==> src/rtl/writeback_arbiter_if.sv <==
// Write-back request, reservation and register-cell signals shared by the arbiter and its users.
// The arbiter attaches through the slave modport; the functional units and decode side use master.
interface writeback_arbiter_if #(
   parameter int NUM_UNITS      = 4,
   parameter int REGISTER_COUNT = 16,
   parameter int INDEX_WIDTH    = 4,
   parameter int OPERAND_WIDTH  = 32
);
   logic [NUM_UNITS-1:0]               req_valid;
   logic [NUM_UNITS-1:0]               req_ready;
   logic [NUM_UNITS*INDEX_WIDTH-1:0]   req_index;
   logic [NUM_UNITS*OPERAND_WIDTH-1:0] req_data;
   logic                               rsv_valid;
   logic [INDEX_WIDTH-1:0]             rsv_index;
   logic [REGISTER_COUNT-1:0]          reserved_status;
   logic [REGISTER_COUNT-1:0]          write_reserve;
   logic [REGISTER_COUNT-1:0]          write_back;
   logic [OPERAND_WIDTH-1:0]           wb_data;
   logic                               err_index;
   logic                               err_unreserved;

   modport slave (
      input  req_valid, req_index, req_data, rsv_valid, rsv_index, reserved_status,
      output req_ready, write_reserve, write_back, wb_data, err_index, err_unreserved
   );

   modport master (
      output req_valid, req_index, req_data, rsv_valid, rsv_index, reserved_status,
      input  req_ready, write_reserve, write_back, wb_data, err_index, err_unreserved
   );
endinterface

==> src/rtl/writeback_arbiter.sv <==
// Round-robin arbiter sharing the register file's single write-back path among NUM_UNITS units.
// Reserve and write-back one-hots leave through one register stage so they reach the cells aligned.
module writeback_arbiter #(
   parameter int NUM_UNITS      = 4,
   parameter int REGISTER_COUNT = 16,
   parameter int INDEX_WIDTH    = 4,
   parameter int OPERAND_WIDTH  = 32
) (
   input logic                clk,
   input logic                rst,
   writeback_arbiter_if.slave bus
);
   localparam int PTR_W = (NUM_UNITS > 1) ? $clog2(NUM_UNITS) : 1;

   logic [PTR_W-1:0]          ptr_q, ptr_d;
   logic [REGISTER_COUNT-1:0] write_reserve_q, write_reserve_d;
   logic [REGISTER_COUNT-1:0] write_back_q, write_back_d;
   logic [OPERAND_WIDTH-1:0]  wb_data_q, wb_data_d;
   logic                      err_index_q, err_index_d;
   logic                      err_unreserved_q, err_unreserved_d;

   logic [NUM_UNITS-1:0]      eligible;
   logic [NUM_UNITS-1:0]      grant_onehot;
   logic                      grant_vld;
   logic [PTR_W-1:0]          grant_sel;
   logic [INDEX_WIDTH-1:0]    grant_index;
   logic [OPERAND_WIDTH-1:0]  grant_data;
   logic [REGISTER_COUNT-1:0] effective_reserved;

   function automatic logic in_range(input logic [INDEX_WIDTH-1:0] idx);
      return int'(idx) < REGISTER_COUNT;
   endfunction

   function automatic logic [REGISTER_COUNT-1:0] onehot(input logic [INDEX_WIDTH-1:0] idx);
      logic [REGISTER_COUNT-1:0] v;
      v = '0;
      if (in_range(idx)) v = REGISTER_COUNT'(1) << idx;
      return v;
   endfunction

   // A unit colliding with this cycle's reservation is held off, since the cell would drop its write.
   always_comb begin
      // NOTE: every combinational output gets a default first so no path can infer a latch.
      eligible     = '0;
      grant_onehot = '0;
      grant_vld    = 1'b0;
      grant_sel    = '0;
      grant_index  = '0;
      grant_data   = '0;
      for (int i = 0; i < NUM_UNITS; i++) begin
         eligible[i] = bus.req_valid[i] &&
                       !(bus.rsv_valid && bus.rsv_index == bus.req_index[i*INDEX_WIDTH +: INDEX_WIDTH]);
      end
      // First pass covers pointer..top, second pass wraps around to the units below the pointer.
      for (int i = 0; i < NUM_UNITS; i++) begin
         if (!grant_vld && eligible[i] && i >= int'(ptr_q)) begin
            grant_vld   = 1'b1;
            grant_sel   = PTR_W'(i);
            grant_index = bus.req_index[i*INDEX_WIDTH +: INDEX_WIDTH];
            grant_data  = bus.req_data[i*OPERAND_WIDTH +: OPERAND_WIDTH];
         end
      end
      for (int i = 0; i < NUM_UNITS; i++) begin
         if (!grant_vld && eligible[i]) begin
            grant_vld   = 1'b1;
            grant_sel   = PTR_W'(i);
            grant_index = bus.req_index[i*INDEX_WIDTH +: INDEX_WIDTH];
            grant_data  = bus.req_data[i*OPERAND_WIDTH +: OPERAND_WIDTH];
         end
      end
      for (int i = 0; i < NUM_UNITS; i++) begin
         grant_onehot[i] = grant_vld && (grant_sel == PTR_W'(i));
      end
   end

   always_comb begin
      ptr_d            = ptr_q;
      wb_data_d        = wb_data_q;
      err_index_d      = err_index_q;
      err_unreserved_d = err_unreserved_q;
      write_back_d     = '0;
      write_reserve_d  = bus.rsv_valid ? onehot(bus.rsv_index) : '0;
      // Reservation state as the cells will hold it once the pulses already in flight land.
      effective_reserved = (bus.reserved_status & ~write_back_q) | write_reserve_q;

      if (bus.rsv_valid && !in_range(bus.rsv_index)) err_index_d = 1'b1;

      if (grant_vld) begin
         write_back_d = onehot(grant_index);
         wb_data_d    = grant_data;
         ptr_d        = (grant_sel == PTR_W'(NUM_UNITS - 1)) ? '0 : grant_sel + 1'b1;
         if (!in_range(grant_index)) begin
            err_index_d = 1'b1;
         end else if ((effective_reserved & onehot(grant_index)) == '0) begin
            err_unreserved_d = 1'b1;
         end
      end
   end

   always_ff @(posedge clk) begin
      if (rst) begin
         ptr_q            <= '0;
         write_reserve_q  <= '0;
         write_back_q     <= '0;
         wb_data_q        <= '0;
         err_index_q      <= 1'b0;
         err_unreserved_q <= 1'b0;
      end else begin
         ptr_q            <= ptr_d;
         write_reserve_q  <= write_reserve_d;
         write_back_q     <= write_back_d;
         wb_data_q        <= wb_data_d;
         err_index_q      <= err_index_d;
         err_unreserved_q <= err_unreserved_d;
      end
   end

   assign bus.req_ready      = grant_onehot;
   assign bus.write_reserve  = write_reserve_q;
   assign bus.write_back     = write_back_q;
   assign bus.wb_data        = wb_data_q;
   assign bus.err_index      = err_index_q;
   assign bus.err_unreserved = err_unreserved_q;
endmodule

==> src/flat_wrapper.sv <==
// flat-port wrapper written by rule: the top's interface ports become plain ports
module writeback_arbiter_flat 
#(
   parameter int NUM_UNITS      = 4,
   parameter int REGISTER_COUNT = 16,
   parameter int INDEX_WIDTH    = 4,
   parameter int OPERAND_WIDTH  = 32
)
  (clk, rst, bus_req_valid, bus_req_index, bus_req_data, bus_rsv_valid, bus_rsv_index, bus_reserved_status, bus_req_ready, bus_write_reserve, bus_write_back, bus_wb_data, bus_err_index, bus_err_unreserved);
  writeback_arbiter_if #(.NUM_UNITS(NUM_UNITS), .REGISTER_COUNT(REGISTER_COUNT), .INDEX_WIDTH(INDEX_WIDTH), .OPERAND_WIDTH(OPERAND_WIDTH)) bus_i ();
  input logic clk;
  input logic rst;
  input wire logic [$bits(bus_i.req_valid)-1:0] bus_req_valid;
  input wire logic [$bits(bus_i.req_index)-1:0] bus_req_index;
  input wire logic [$bits(bus_i.req_data)-1:0] bus_req_data;
  input wire logic [$bits(bus_i.rsv_valid)-1:0] bus_rsv_valid;
  input wire logic [$bits(bus_i.rsv_index)-1:0] bus_rsv_index;
  input wire logic [$bits(bus_i.reserved_status)-1:0] bus_reserved_status;
  output wire logic [$bits(bus_i.req_ready)-1:0] bus_req_ready;
  output wire logic [$bits(bus_i.write_reserve)-1:0] bus_write_reserve;
  output wire logic [$bits(bus_i.write_back)-1:0] bus_write_back;
  output wire logic [$bits(bus_i.wb_data)-1:0] bus_wb_data;
  output wire logic [$bits(bus_i.err_index)-1:0] bus_err_index;
  output wire logic [$bits(bus_i.err_unreserved)-1:0] bus_err_unreserved;
  assign bus_i.req_valid = bus_req_valid;
  assign bus_i.req_index = bus_req_index;
  assign bus_i.req_data = bus_req_data;
  assign bus_i.rsv_valid = bus_rsv_valid;
  assign bus_i.rsv_index = bus_rsv_index;
  assign bus_i.reserved_status = bus_reserved_status;
  assign bus_req_ready = bus_i.req_ready;
  assign bus_write_reserve = bus_i.write_reserve;
  assign bus_write_back = bus_i.write_back;
  assign bus_wb_data = bus_i.wb_data;
  assign bus_err_index = bus_i.err_index;
  assign bus_err_unreserved = bus_i.err_unreserved;
  writeback_arbiter #(.NUM_UNITS(NUM_UNITS), .REGISTER_COUNT(REGISTER_COUNT), .INDEX_WIDTH(INDEX_WIDTH), .OPERAND_WIDTH(OPERAND_WIDTH)) u_core (.clk(clk), .rst(rst), .bus(bus_i));
endmodule
==> config.mk <==
export PLATFORM = sky130hd
export DESIGN_NAME = writeback_arbiter_flat
export DESIGN_NICKNAME = d
export VERILOG_FILES = /design/src/rtl/writeback_arbiter_if.sv /design/src/rtl/writeback_arbiter.sv /design/src/flat_wrapper.sv
export SDC_FILE = /design/constraint.sdc
export NUM_CORES = 1
export LEC_CHECK = 0
export ABC_CLOCK_PERIOD_IN_PS = 6000
export CAP_MARGIN = 20
export CORE_UTILIZATION = 39
export CTS_BUF_LIST = sky130_fd_sc_hd__clkbuf_16
export CTS_CLUSTER_DIAMETER = 30
export DETAILED_ROUTE_END_ITERATION = 6
export PLACE_DENSITY = 0.95
export SLEW_MARGIN = 0
export SYNTH_ARGS = -nofsm -noshare
export SYNTH_HDL_FRONTEND = slang
export SYNTH_SLANG_ARGS = --single-unit
==> constraint.sdc <==
create_clock -name clk -period 6 [get_ports clk]
set_input_delay 1.2 -clock clk [delete_from_list [all_inputs] [get_ports clk]]
set_output_delay 1.2 -clock clk [all_outputs]
set_load 0.02 [all_outputs]
# ---- Word-level counts from Yosys, hierarchy flattened
# Cells that the tools add are included.
dict set report classes {
  n_reduce_logical 38
  eq_ne 7
  bitwise 6
  magnitude_cmp 3
  add_sub_neg 1
  mux 33
  n_shift 2
}
# op n
set ops {}
lappend ops {{$mux W32} 8}
lappend ops {{$and A16 B16 Y16} 2}
lappend ops {{$mux W4} 8}
lappend ops {{$shl A1 B4 Y16 const A} 2}
lappend ops {{$logic_and A1 B1 Y1} 22}
lappend ops {{$eq A4 B4 Y1} 4}
lappend ops {{$logic_not A16 Y1} 1}
lappend ops {{$mux W16} 1}
lappend ops {{$not A16 Y16} 1}
lappend ops {{$or A16 B16 Y16} 1}
lappend ops {{$mux W2} 7}
lappend ops {{$logic_not A1 Y1} 11}
lappend ops {{$mux W1} 9}
lappend ops {{$eq A2 B2 Y1 const B} 2}
lappend ops {{$ge A1 B2 Y1 const A} 2}
lappend ops {{$reduce_or A2 Y1} 2}
lappend ops {{$add A2 B1 Y2 const B} 1}
lappend ops {{$eq A2 B1 Y1 const B} 1}
lappend ops {{$ge A2 B2 Y1 const A} 1}
lappend ops {{$logic_not A2 Y1} 1}
lappend ops {{$not A1 Y1} 2}
lappend ops {{$reduce_and A2 Y1} 1}
dict set report totals {
  reg_bits 67
  inputBits 171
  word_cells 95
  output_inout_bits 70
}

# ---- Longest topological paths before layout
# Gate-level depths: netlist of the first run.
dict set report depth {
  depth_word 34
  depth_mapped 13
}

# ---- Least setup slack after synthesis of the first run
# OpenSTA, ideal clock, no wires.
dict set report synth_timing {
  kind {in2out}
  start {input port bus_rsv_index[2]}
  end {output port bus_req_ready[3]}
  slack_ns 1.398
  t_arrival_ns 3.402
  path_buffers 1
  cell_stages 10
  cell_sequence {buf_2 xnor2_1 nand4_1 o21ai_2 nand2_1 nor3_1 nor2_1 inv_1 ha_1 nor2b_1}
}
dict set report synth_between {
  elab_chain_cells 31
  elab_cells_between_ends 50
  classes_between {eq/ne: 5; mux: 15; reduce/logical: 30}
}
# item line_no
set synth_rtl {}
lappend synth_rtl {{start: declaration} flat_wrapper.sv:17} ;# input wire logic [$bits(bus_i.rsv_index)-1:0] bus_rsv_index;
lappend synth_rtl {{$eq A4 B4 Y1} writeback_arbiter.sv:52} ;# !(bus.rsv_valid && bus.rsv_index == bus.req_index[i*INDEX_WIDTH +: INDEX_WIDTH]);
lappend synth_rtl {{$logic_and A1 B1 Y1} writeback_arbiter.sv:52}
lappend synth_rtl {{$logic_not A1 Y1} writeback_arbiter.sv:52}
lappend synth_rtl {{$logic_and A1 B1 Y1} writeback_arbiter.sv:51} ;# eligible[i] = bus.req_valid[i] &&
lappend synth_rtl {{$logic_and A1 B1 Y1} writeback_arbiter.sv:56} ;# if (!grant_vld && eligible[i] && i >= int'(ptr_q)) begin
lappend synth_rtl {{$mux W1} writeback_arbiter.sv:56}
lappend synth_rtl {{$logic_not A1 Y1} writeback_arbiter.sv:56}
lappend synth_rtl {{$logic_and A1 B1 Y1 (2 in series)} writeback_arbiter.sv:56}
lappend synth_rtl {{(+14 left out)} --}
lappend synth_rtl {{$logic_not A1 Y1} writeback_arbiter.sv:64} ;# if (!grant_vld && eligible[i]) begin
lappend synth_rtl {{$logic_and A1 B1 Y1} writeback_arbiter.sv:64}
lappend synth_rtl {{$mux W1} writeback_arbiter.sv:64}
lappend synth_rtl {{$logic_not A1 Y1} writeback_arbiter.sv:64}
lappend synth_rtl {{$logic_and A1 B1 Y1} writeback_arbiter.sv:64}
lappend synth_rtl {{$mux W2} writeback_arbiter.sv:64}
lappend synth_rtl {{$eq A2 B2 Y1} writeback_arbiter.sv:72} ;# grant_onehot[i] = grant_vld && (grant_sel == PTR_W'(i));
lappend synth_rtl {{$logic_and A1 B1 Y1 *} writeback_arbiter.sv:72}
lappend synth_rtl {{end: declaration} flat_wrapper.sv:19} ;# output wire logic [$bits(bus_i.req_ready)-1:0] bus_req_ready;
# Every way passes the cells marked *; elsewhere a longest branch is shown, timed or not.

# ---- Worst setup path in the final report of the first run
dict set report layout_timing {
  start {input port bus_rsv_index[2]}
  end {output port bus_req_ready[1]}
}
dict set report layout_between {
  elab_chain_cells 31
  elab_cells_between_ends 50
  classes_between {eq/ne: 5; mux: 15; reduce/logical: 30}
}
# item line_no
set layout_rtl {}
lappend layout_rtl {{$eq A4 B4 Y1} writeback_arbiter.sv:52}
lappend layout_rtl {{$logic_and A1 B1 Y1} writeback_arbiter.sv:52}
lappend layout_rtl {{$logic_not A1 Y1} writeback_arbiter.sv:52}
lappend layout_rtl {{$logic_and A1 B1 Y1} writeback_arbiter.sv:51}
lappend layout_rtl {{$logic_and A1 B1 Y1} writeback_arbiter.sv:56}
lappend layout_rtl {{$mux W1} writeback_arbiter.sv:56}
lappend layout_rtl {{$logic_not A1 Y1} writeback_arbiter.sv:56}
lappend layout_rtl {{$logic_and A1 B1 Y1 (2 in series)} writeback_arbiter.sv:56}
lappend layout_rtl {{(+14 left out)} --}
lappend layout_rtl {{$logic_not A1 Y1} writeback_arbiter.sv:64}
lappend layout_rtl {{$logic_and A1 B1 Y1} writeback_arbiter.sv:64}
lappend layout_rtl {{$mux W1} writeback_arbiter.sv:64}
lappend layout_rtl {{$logic_not A1 Y1} writeback_arbiter.sv:64}
lappend layout_rtl {{$logic_and A1 B1 Y1} writeback_arbiter.sv:64}
lappend layout_rtl {{$mux W2} writeback_arbiter.sv:64}
lappend layout_rtl {{$eq A2 B1 Y1} writeback_arbiter.sv:72}
lappend layout_rtl {{$logic_and A1 B1 Y1 *} writeback_arbiter.sv:72}
# Marks and branches as above.

==> results.py, run 1 <==
metrics = {
    "run_status": {
        "outcome": "finished with violations",
        "violations": "design-rule violations",
    },
    "final_layout": {
        "post-route-util_pct": 73.1,
        "nNetsFinal": 839,
        "antenna_cells": 0,
        "area_growth_pct": 79.8,
        "postLayoutCellArea_um2": 6410,
        "drive_above_1_share_pct": 5.98,
        "fillers": 645,
    },
    "routing": {
        "drt.antenna.violating_nets": 0,
        "wl_per_cell_um": 19.9,
        "drt_iter0_drc": 381,
        "wl_met2_um": 7790,
        "routed_wl_um": 15500,
        "met1_length_um": 5700,
        "dr.max_layer_used": "met4",
        "via_count": 4648,
        "wl_met3_um": 1450,
        "drc": 2,
        "dr.pass1.iters": 7,
        "routed_via_density": 5.98,
    },
    "synthesis": {
        "synthMuxAreaShare_pct": 2.00,
        "synth-seq-cells": 67,
        "yosysTopAreaCell": "dfxtp_1",
        "synth_seq_area_share_pct": 37.6,
        "netlist_area_um2": 3560,
        "synth_simple_gate_area_share_pct": 15.8,
        "syn_nets": 606,
        "ys_top_cells_by_count": "67 x dfxtp_1, 55 x a21oi_1, 45 x nor2_1",
        "async_flop_share_pct": 0,
        "avgSynthCellArea_um2": 8.27,
        "synth-compound-area-share_pct": 33.1,
        "synth_flop_cell": "dfxtp_1",
        "synth_cell_types": 55,
        "netlist_instances": 431,
        "yosys.area_share.adder_pct": 1.40,
        "synth-edff-count": 0,
        "synth_top_family_by_area": "compound AO/OA/AOI/OAI gates",
        "synth.most_common_cell": "dfxtp_1",
        "yosysWarnings": 0,
        "synth_top_area_share_pct": 37.6,
        "netlist_top_cells_area": "dfxtp_1 38%, a222oi_1 8.4%, a21oi_1 7.7%, a22oi_1 7.2%, nor2_1 4.7%",
        "synth_xor_area_share_pct": 3.93,
    },
    "floorplan": {
        "floorplan.initialDensity_pct": 40.7,
        "ioPinCount": 241,
        "fp-row-count": 34,
        "dieWidth_um": 97.6,
        "die_y_um": 97.6,
        "fp.dieArea_um2": 9520,
        "core-area_um2": 8760,
    },
    "timing": {
        "fin_tns_setup_ps": 0,
        "fmax_mhz": 182,
        "period_minus_slack_ps": 5510,
        "fin_hold_ws_ps": 495,
        "fin_crit_sh_pct": 91.8,
        "hold_viol_final": 0,
        "fin_worst_skew_ps": 9.45,
        "tightest_slew_ps": 1090,
        "slew_violations": 0,
        "rsz0062_at_grt": "false",
        "final.setup.worst_slack_ps": 491,
        "slew_headroom_pct": 27.5,
        "setup_viol": 0,
    },
    "worst_setup_path": {
        "path_class": "input port to primary output",
        "cpMostUsedCell": "clkdlybuf4s50_1",
        "arrival_ps": 4310,
        "crit_path_end_kind": "primary output",
        "cp_max_fo": 11,
        "required_ps": 4800,
        "path_cells": "clkdlybuf4s50_1, xnor2_1, nand4_1, o21ai_2, nand2_1, o21ai_0, inv_1, ha_1, nor2b_1, clkdlybuf4s50_1",
        "startpoint_type": "input port",
        "max_stage_delay_ps": 660,
        "worst_path_max_delay_cell": "clkdlybuf4s50_1",
    },
    "placed_design": {
        "dp_hpwl_um": 11700,
        "pre_cts_slack_ps": 577,
        "placed_area_um2": 6080,
        "io_buffers": 239,
        "gp_congestion": 0.914,
    },
    "global_routing": {
        "antenna_found_initial": 0,
        "grt_pass1_wl_um": 23800,
        "grt.total_usage_pct": 31.5,
        "grt_pass1_vias": 4637,
        "grt_max_degree": 40,
        "grt_overflow_total": 0,
    },
    "clock_network": {
        "cts.sinks": 67,
        "cts_resized": 0,
        "cts_max_path_buffers": 2,
        "numCtsBuffers": 9,
        "clk_pin_slew_worst_paths_ps": 60,
        "clockRootBuffer": "clkbuf_16",
        "worst_skew_pair.late_latency_ps": 330,
        "cts_tree": "yes",
        "htree_levels": 3,
        "postCtsSetupBuffers": 0,
        "hold_buffers": 0,
    },
    "job": {
        "cap_viol_max_count": 0,
    },
    "pwr": {
        "p_per_area_nw_per_um2": 284,
        "irDropWorstVdd_mv": 0.157,
        "p_leak_nw": 2.36,
    },
    "hold_path": {
        "hold_class": "register to register",
    },
}
sequential cells by signal, summed over array words and instances (netlist names):
register                   cells
u_core.bus.wb_data            32
u_core.bus.write_back         16
u_core.bus.write_reserve      16
u_core.ptr_q                   2
u_core.bus.err_unreserved      1
cell usage in the layout, fill, tap and decap left out, types with 13 or more instances in the layout:
cell / count
a22oi_1: 34
clkdlybuf4s50_1: 239
buf_4: 13
a222oi_1: 30
nand2_1: 29
nor2_1: 45
a21oi_1: 55
dfxtp_1: 67
inv_1: 23
per-layer routing:
layer / vias up / GRT usage (%)
li1: 2096 / -
met1: 2190 / 34.0
met2: 320 / 57.1
met3: 42 / 7.91
met4: 0 / 14.6
met5: - / 0
worst max-delay path: cells and delay by family:
family | cells | cell delay [ps]
AOI/OAI and AO/OA | 2 | 620
xor gates and xnor gates | 1 | 360
adders and majority gates | 1 | 190
buffers and inverters | 3 | 1320
and+or+nand+nor | 3 | 600
cells by family after synthesis:
logic type,after synthesis
AOI/OAI and AO/OA,163
xor gates and xnor gates,16
adders and majority gates,4
buffers and inverters,53
DFF,67
muxes,7
other,1
and+or+nand+nor,120
path summary, 6_finish.rpt:
kind                            depth (start not counted)                                   start  slack, ps                                     end
worst min-delay path                                    2  u_core.bus.err_unreserved$_SDFFE_PP0P_        490  u_core.bus.err_unreserved$_SDFFE_PP0P_
worst max-delay path                                   10                        bus_rsv_index[2]        490                        bus_req_ready[1]
worst min register to register                          2  u_core.bus.err_unreserved$_SDFFE_PP0P_        490  u_core.bus.err_unreserved$_SDFFE_PP0P_
worst max register to register                          9            u_core.ptr_q[1]$_SDFFE_PP0P_       2520  u_core.bus.err_unreserved$_SDFFE_PP0P_
where the power goes:
part           leakage (nW)  internal (mW)  switching (mW)
clock                 0.159          0.371           0.220
combinational          1.66          0.331           0.364
sequential            0.549          0.498          0.0351
total                  2.36           1.20           0.619
cell type report:
cell class	count	area (um^2)	share of cell area, %
Clock buffer	9	225	3.51
Timing Repair Buffer	252	2490	38.9
Tap cell	108	135	2.11
Sequential cell	67	1340	20.9
Inverter	23	86.3	1.35
Multi-Input combinational cell	311	2030	31.6
Clock inverter	7	105	1.64
metrics by stage:
step / cells / total power, mW
2_1_floorplan: 431 / 0.893
4_1_cts: 777 / 1.81
6_report: 777 / 1.82
3_5_place_dp: 761 / 1.22
5_1_grt: 777 / 1.89
3_3_place_gp: 761 / 1.21
(Power assumes the default switching activity.)
==> run 2: changes to the inputs <==
--- a/config.mk
+++ b/config.mk
@@ -7,11 +7,13 @@
 export LEC_CHECK = 0
 export ABC_CLOCK_PERIOD_IN_PS = 6000
 export CAP_MARGIN = 20
-export CORE_UTILIZATION = 39
+export CORE_AREA = 2 2 94 96
 export CTS_BUF_LIST = sky130_fd_sc_hd__clkbuf_16
 export CTS_CLUSTER_DIAMETER = 30
 export DETAILED_ROUTE_END_ITERATION = 6
-export PLACE_DENSITY = 0.95
+export DIE_AREA = 0 0 96 98
+export DONT_BUFFER_PORTS = 1
+export PLACE_DENSITY = 0.67
 export SLEW_MARGIN = 0
 export SYNTH_ARGS = -nofsm -noshare
 export SYNTH_HDL_FRONTEND = slang
==> results.py, run 2 (synthesis gave the netlist of run 1 again) <==
metrics = {
    "routing": {
        "routed_wl_um": 12100,
        "routed_via_density": 6.67,
        "dr.pass1.iters": 5,
        "drc": 0,
        "wl_per_cell_um": 22.8,
        "drt.antenna.violating_nets": 0,
        "drt_iter0_drc": 374,
        "via_count": 3554,
    },
    "pwr": {
        "power_mw": 1.52,
        "irDropWorstVdd_mv": 0.186,
        "swShare_pct": 36.0,
        "pwr-share-comb_pct": 24.6,
        "p_per_area_nw_per_um2": 383,
        "seqPwrFrac_pct": 39.7,
        "p_int_uw": 973,
        "p_leak_nw": 1.42,
        "p_switching_uw": 546,
        "power_frac_clock_pct": 35.7,
    },
    "worst_setup_path": {
        "r2r_end": "u_core.bus.err_unreserved$_SDFFE_PP0P_",
        "worst_path_max_delay_cell": "o21ai_2",
        "reg2reg_slack_ps": 2810,
        "path_cells": "xnor2_1, nand4_1, o21ai_2, nand2_1, nor3_2, buf_4, nor2_1, inv_1, ha_1, nor2b_1",
        "crit_path_end_kind": "primary output",
        "path_class": "input port to primary output",
        "required_ps": 4800,
        "arrival_ps": 3710,
        "reg2regPathDepth": 9,
        "startpoint_type": "input port",
        "worstSetupStartpoint": "bus_rsv_index[1]",
        "r2r-start": "u_core.ptr_q[1]$_SDFFE_PP0P_",
        "cp_max_fo": 33,
        "max_stage_delay_ps": 430,
        "cp-endpoint": "bus_req_ready[1]",
    },
    "global_routing": {
        "grt_pass1_wl_um": 18400,
        "grt_max_degree": 43,
        "grt_overflow_total": 0,
        "grt.total_usage_pct": 25.5,
        "grt_pass1_vias": 3424,
        "antenna_found_initial": 0,
    },
    "hold_path": {
        "min_delay_path_depth": 2,
        "hold_class": "register to register",
    },
    "placed_design": {
        "gp_congestion": 1.01,
        "io_buffers": 0,
        "pre_cts_slack_ps": 1130,
        "dp_hpwl_um": 9420,
    },
    "run_status": {
        "outcome": "finished, final reports clean",
    },
    "clock_network": {
        "numCtsBuffers": 9,
        "cts_tree": "yes",
        "cts_max_path_buffers": 2,
        "clk_pin_slew_worst_paths_ps": 60,
        "clockRootBuffer": "clkbuf_16",
        "cts.sinks": 67,
        "cts_resized": 0,
        "postCtsSetupBuffers": 0,
        "hold_buffers": 0,
        "worst_skew_pair.late_latency_ps": 330,
        "htree_levels": 3,
    },
    "final_layout": {
        "largest_register_ffs": 32,
        "nNetsFinal": 595,
        "antenna_cells": 0,
        "mostFrequentLayoutCell": "dfxtp_1",
        "area_growth_pct": 11.2,
        "layout_common_cells": "67 x dfxtp_1, 55 x a21oi_1, 45 x nor2_1",
        "fillers": 855,
        "drive_above_1_share_pct": 8.24,
    },
    "timing": {
        "tightest_slew_ps": 1030,
        "fin_worst_skew_ps": 7.37,
        "setup_viol": 0,
        "fin_tns_setup_ps": 0,
        "slew_headroom_pct": 30.9,
        "slew_violations": 0,
        "period_minus_slack_ps": 4910,
        "final.setup.worst_slack_ps": 1090,
        "rsz0062_at_grt": "false",
        "fin_crit_sh_pct": 81.9,
        "hold_viol_final": 0,
        "fmax_mhz": 204,
        "fin_hold_ws_ps": 574,
    },
    "floorplan": {
        "ioPinCount": 241,
        "fp-row-count": 34,
        "die_y_um": 98,
        "floorplan.initialDensity_pct": 42.1,
        "dieWidth_um": 96,
        "fp.dieArea_um2": 9410,
        "core-area_um2": 8470,
    },
    "job": {
        "cap_viol_max_count": 0,
    },
}
==> run 2: cell type report <==
| type | instances | area, um^2 | share of cell area (%) |
|---|---|---|---|
| Clock buffer | 9 | 225 | 5.68 |
| Clock inverter | 7 | 82.6 | 2.08 |
| Inverter | 23 | 86.3 | 2.18 |
| Multi-Input combinational cell | 311 | 2030 | 51.1 |
| Sequential cell | 67 | 1340 | 33.8 |
| Tap cell | 108 | 135 | 3.41 |
| Timing Repair Buffer | 8 | 67.6 | 1.70 |
==> run 2: worst max-delay path: cells and delay by family <==
| kind | cells | cell delay, ps |
|---|---|---|
| AO/OA/AOI/OAI | 1 | 430 |
| XOR/XNOR | 1 | 240 |
| adder cells (fa/ha/maj) | 1 | 150 |
| buffers and inverters | 2 | 490 |
| AND/OR/NAND/NOR | 5 | 1190 |
==> run 2: metal layers <==
metal	GRT usage, %	share of wire, %	wire length (um)	vias to the layer above
met5	0	0	0	-
li1	-	-	-	1620
met4	9.45	2.6	317	0
met2	44.0	50	6070	240
met3	6.48	11	1290	30
met1	30.1	37	4470	1664
==> run 2: worst min-delay path by stage <==
stage / from / endpoint
after floorplan: u_core.ptr_q[0]$_SDFFE_PP0P_ / u_core.ptr_q[0]$_SDFFE_PP0P_
after global placement: u_core.ptr_q[0]$_SDFFE_PP0P_ / u_core.ptr_q[0]$_SDFFE_PP0P_
after detailed placement: u_core.ptr_q[0]$_SDFFE_PP0P_ / u_core.ptr_q[0]$_SDFFE_PP0P_
after CTS: u_core.ptr_q[0]$_SDFFE_PP0P_ / u_core.ptr_q[0]$_SDFFE_PP0P_
after global routing: u_core.bus.err_unreserved$_SDFFE_PP0P_ / u_core.bus.err_unreserved$_SDFFE_PP0P_
final: u_core.ptr_q[0]$_SDFFE_PP0P_ / u_core.ptr_q[0]$_SDFFE_PP0P_
==> run 2: through the flow <==
| stage | area [um^2] | cells | utilization, % |
|---|---|---|---|
| finish | 3960 | 533 | 46.8 |
| CTS | 3950 | 532 | 46.6 |
| detailed placement | 3640 | 516 | 43.0 |
| global placement | 3640 | 516 | 43.0 |
| floorplan | 3560 | 431 | - |
| global route | 3960 | 533 | 46.8 |
==> run 2: power by group through the flow <==
stage               sequential (mW)  clock, mW  combinational (mW)
finish                        0.603      0.542               0.374
global route                  0.609      0.582               0.415
CTS                           0.604      0.553               0.368
detailed placement            0.614          0               0.366
global placement              0.613          0               0.359
floorplan                     0.595          0               0.299
==> run 3: changes to the inputs <==
--- a/config.mk
+++ b/config.mk
@@ -5,7 +5,7 @@
 export SDC_FILE = /design/constraint.sdc
 export NUM_CORES = 1
 export LEC_CHECK = 0
-export ABC_CLOCK_PERIOD_IN_PS = 6000
+export ABC_CLOCK_PERIOD_IN_PS = 5100
 export CAP_MARGIN = 20
 export CORE_AREA = 2 2 94 96
 export CTS_BUF_LIST = sky130_fd_sc_hd__clkbuf_16
==> constraint.sdc (replaced) <==
create_clock -name clk -period 5.1 [get_ports clk]
set_input_delay 1.02 -clock clk [delete_from_list [all_inputs] [get_ports clk]]
set_output_delay 1.02 -clock clk [all_outputs]
set_load 0.02 [all_outputs]
==> results.py, run 3 (synthesis gave the netlist of run 1 again) <==
metrics = {
    "run_status": {
        "outcome": "finished, final reports clean",
    },
    "worst_setup_path": {
        "worst_path_max_delay_cell": "o21ai_2",
        "path_buf_inv": 1,
        "crit_path_end_kind": "primary output",
        "cp_max_fo": 8,
        "path_class": "input port to primary output",
        "startpoint_type": "input port",
        "path_cells": "xnor2_1, nand4_1, o21ai_2, nand2_1, nor3_2, nor2_1, inv_1, ha_1, nor2b_1",
        "arrival_ps": 3180,
        "required_ps": 4080,
        "max_stage_delay_ps": 440,
        "reg2reg_slack_ps": 2100,
        "path_delay_family": "simple AND/OR/NAND/NOR gates",
    },
    "pwr": {
        "power_frac_clock_pct": 38.7,
        "p_switching_uw": 642,
        "p_per_area_nw_per_um2": 469,
        "pwr-share-comb_pct": 23.6,
        "p_leak_nw": 1.45,
        "seqPwrFrac_pct": 37.7,
        "p_int_mw": 1.24,
        "swShare_pct": 34.1,
        "irDropWorstVdd_mv": 0.238,
    },
    "timing": {
        "fmax_mhz": 238,
        "fin_crit_sh_pct": 82.4,
        "fin_worst_skew_ps": 6.91,
        "setup_viol": 0,
        "rsz0062_at_grt": "false",
        "slew_violations": 0,
        "fin_tns_setup_ps": 0,
        "tightest_slew_ps": 651,
        "period_minus_slack_ps": 4200,
        "final.setup.worst_slack_ps": 898,
        "slew_headroom_pct": 56.2,
        "hold_viol_final": 0,
    },
    "final_layout": {
        "layout_common_cells": "67 x dfxtp_1, 55 x a21oi_1, 45 x nor2_1",
        "antenna_cells": 0,
        "nNetsFinal": 597,
        "ff_latch_area_um2": 1340,
        "largest_register_ffs": 32,
        "multi_input_area_um2": 2030,
        "final_cells": 535,
        "fillers": 817,
        "area_growth_pct": 12.6,
        "post-route-util_pct": 47.4,
        "mostFrequentLayoutCell": "dfxtp_1",
        "drive_above_1_share_pct": 8.67,
    },
    "routing": {
        "via_count": 3654,
        "wl_per_cell_um": 23.8,
        "dr.pass1.iters": 7,
        "drc": 0,
        "routed_via_density": 6.83,
        "drt.antenna.violating_nets": 0,
        "drt_iter0_drc": 380,
        "routed_wl_um": 12700,
    },
    "clock_network": {
        "numCtsBuffers": 9,
        "htree_levels": 3,
        "worst_skew_pair.late_latency_ps": 330,
        "cts.sinks": 67,
        "cts_max_path_buffers": 2,
        "clk_pin_slew_worst_paths_ps": 60,
        "hold_buffers": 0,
        "clockRootBuffer": "clkbuf_16",
        "postCtsSetupBuffers": 0,
        "cts_resized": 0,
        "cts_tree": "yes",
    },
    "floorplan": {
        "die_y_um": 98,
        "core-area_um2": 8470,
        "fp-row-count": 34,
        "floorplan.initialDensity_pct": 42.1,
        "fp.dieArea_um2": 9410,
        "dieWidth_um": 96,
        "ioPinCount": 241,
    },
    "placed_design": {
        "placed_cells": 519,
        "pre_cts_slack_ps": 959,
        "dp_hpwl_um": 9790,
        "io_buffers": 0,
        "gp_congestion": 1.01,
    },
    "hold_path": {
        "hold_class": "register to register",
    },
    "global_routing": {
        "grt_overflow_total": 0,
        "grt_pass1_vias": 3443,
        "grt_pass1_wl_um": 18700,
        "antenna_found_initial": 0,
        "grt.total_usage_pct": 25.7,
        "grt_max_degree": 40,
    },
    "job": {
        "cap_viol_max_count": 0,
    },
}
## run 3: changes by cell type in the layout (fill, tap and decap cells not counted)
cell / previous run / this run
inv_8: 1 / 0
bufinv_16: 1 / 3
inv_6: 3 / 2
buf_8: 1 / 0
clkinvlp_4: 2 / 1
buf_4: 7 / 10
clkinv_4: 0 / 1
## run 3: worst min-delay path, cell delays in order, from the launching register on
cell	delay (ps)
dfxtp_1	350
a21oi_1	140
nor2_1	40
## run 3: cell type report
cell class	instances	area share [%]
repair buffers	10	1.87
clock inverters	7	3.09
flip-flops and latches	67	33.4
well taps	108	3.37
multi-input cells	311	50.5
clock buffers	9	5.61
inverters	23	2.15
## run 3: through the flow
step / power [mW] / hold WS, ps / area, um^2
floorplan: 1.05 / 523 / 3560
global placement: 1.14 / 562 / 3660
detailed placement: 1.15 / 572 / 3660
CTS: 1.88 / 583 / 4010
global route: 1.96 / 617 / 4010
finish: 1.88 / 583 / 4010
## run 3: worst paths after layout
path	startpoint	cells after the start	endpoint
max	bus_rsv_index[1]	9	bus_req_ready[3]
min	u_core.ptr_q[0]$_SDFFE_PP0P_	2	u_core.ptr_q[0]$_SDFFE_PP0P_
max reg2reg	u_core.ptr_q[1]$_SDFFE_PP0P_	10	u_core.bus.err_unreserved$_SDFFE_PP0P_
min reg2reg	u_core.ptr_q[0]$_SDFFE_PP0P_	2	u_core.ptr_q[0]$_SDFFE_PP0P_
## run 3: per-layer routing
| layer | global-route usage (%) | wire length (um) | vias to the layer above |
|---|---|---|---|
| met3 | 7.56 | 1380 | 38 |
| met5 | 0 | 0 | - |
| li1 | - | - | 1612 |
| met2 | 43.2 | 6350 | 284 |
| met4 | 10.4 | 325 | 0 |
| met1 | 30.3 | 4660 | 1720 |
## run 3: power groups by stage
stage / Clock (mW) / Combinational (mW) / Sequential (mW)
final: 0.728 / 0.444 / 0.710
after global routing: 0.757 / 0.488 / 0.717
after CTS: 0.733 / 0.436 / 0.711
after detailed placement: 0 / 0.433 / 0.722
after global placement: 0 / 0.424 / 0.721
after floorplan: 0 / 0.351 / 0.699
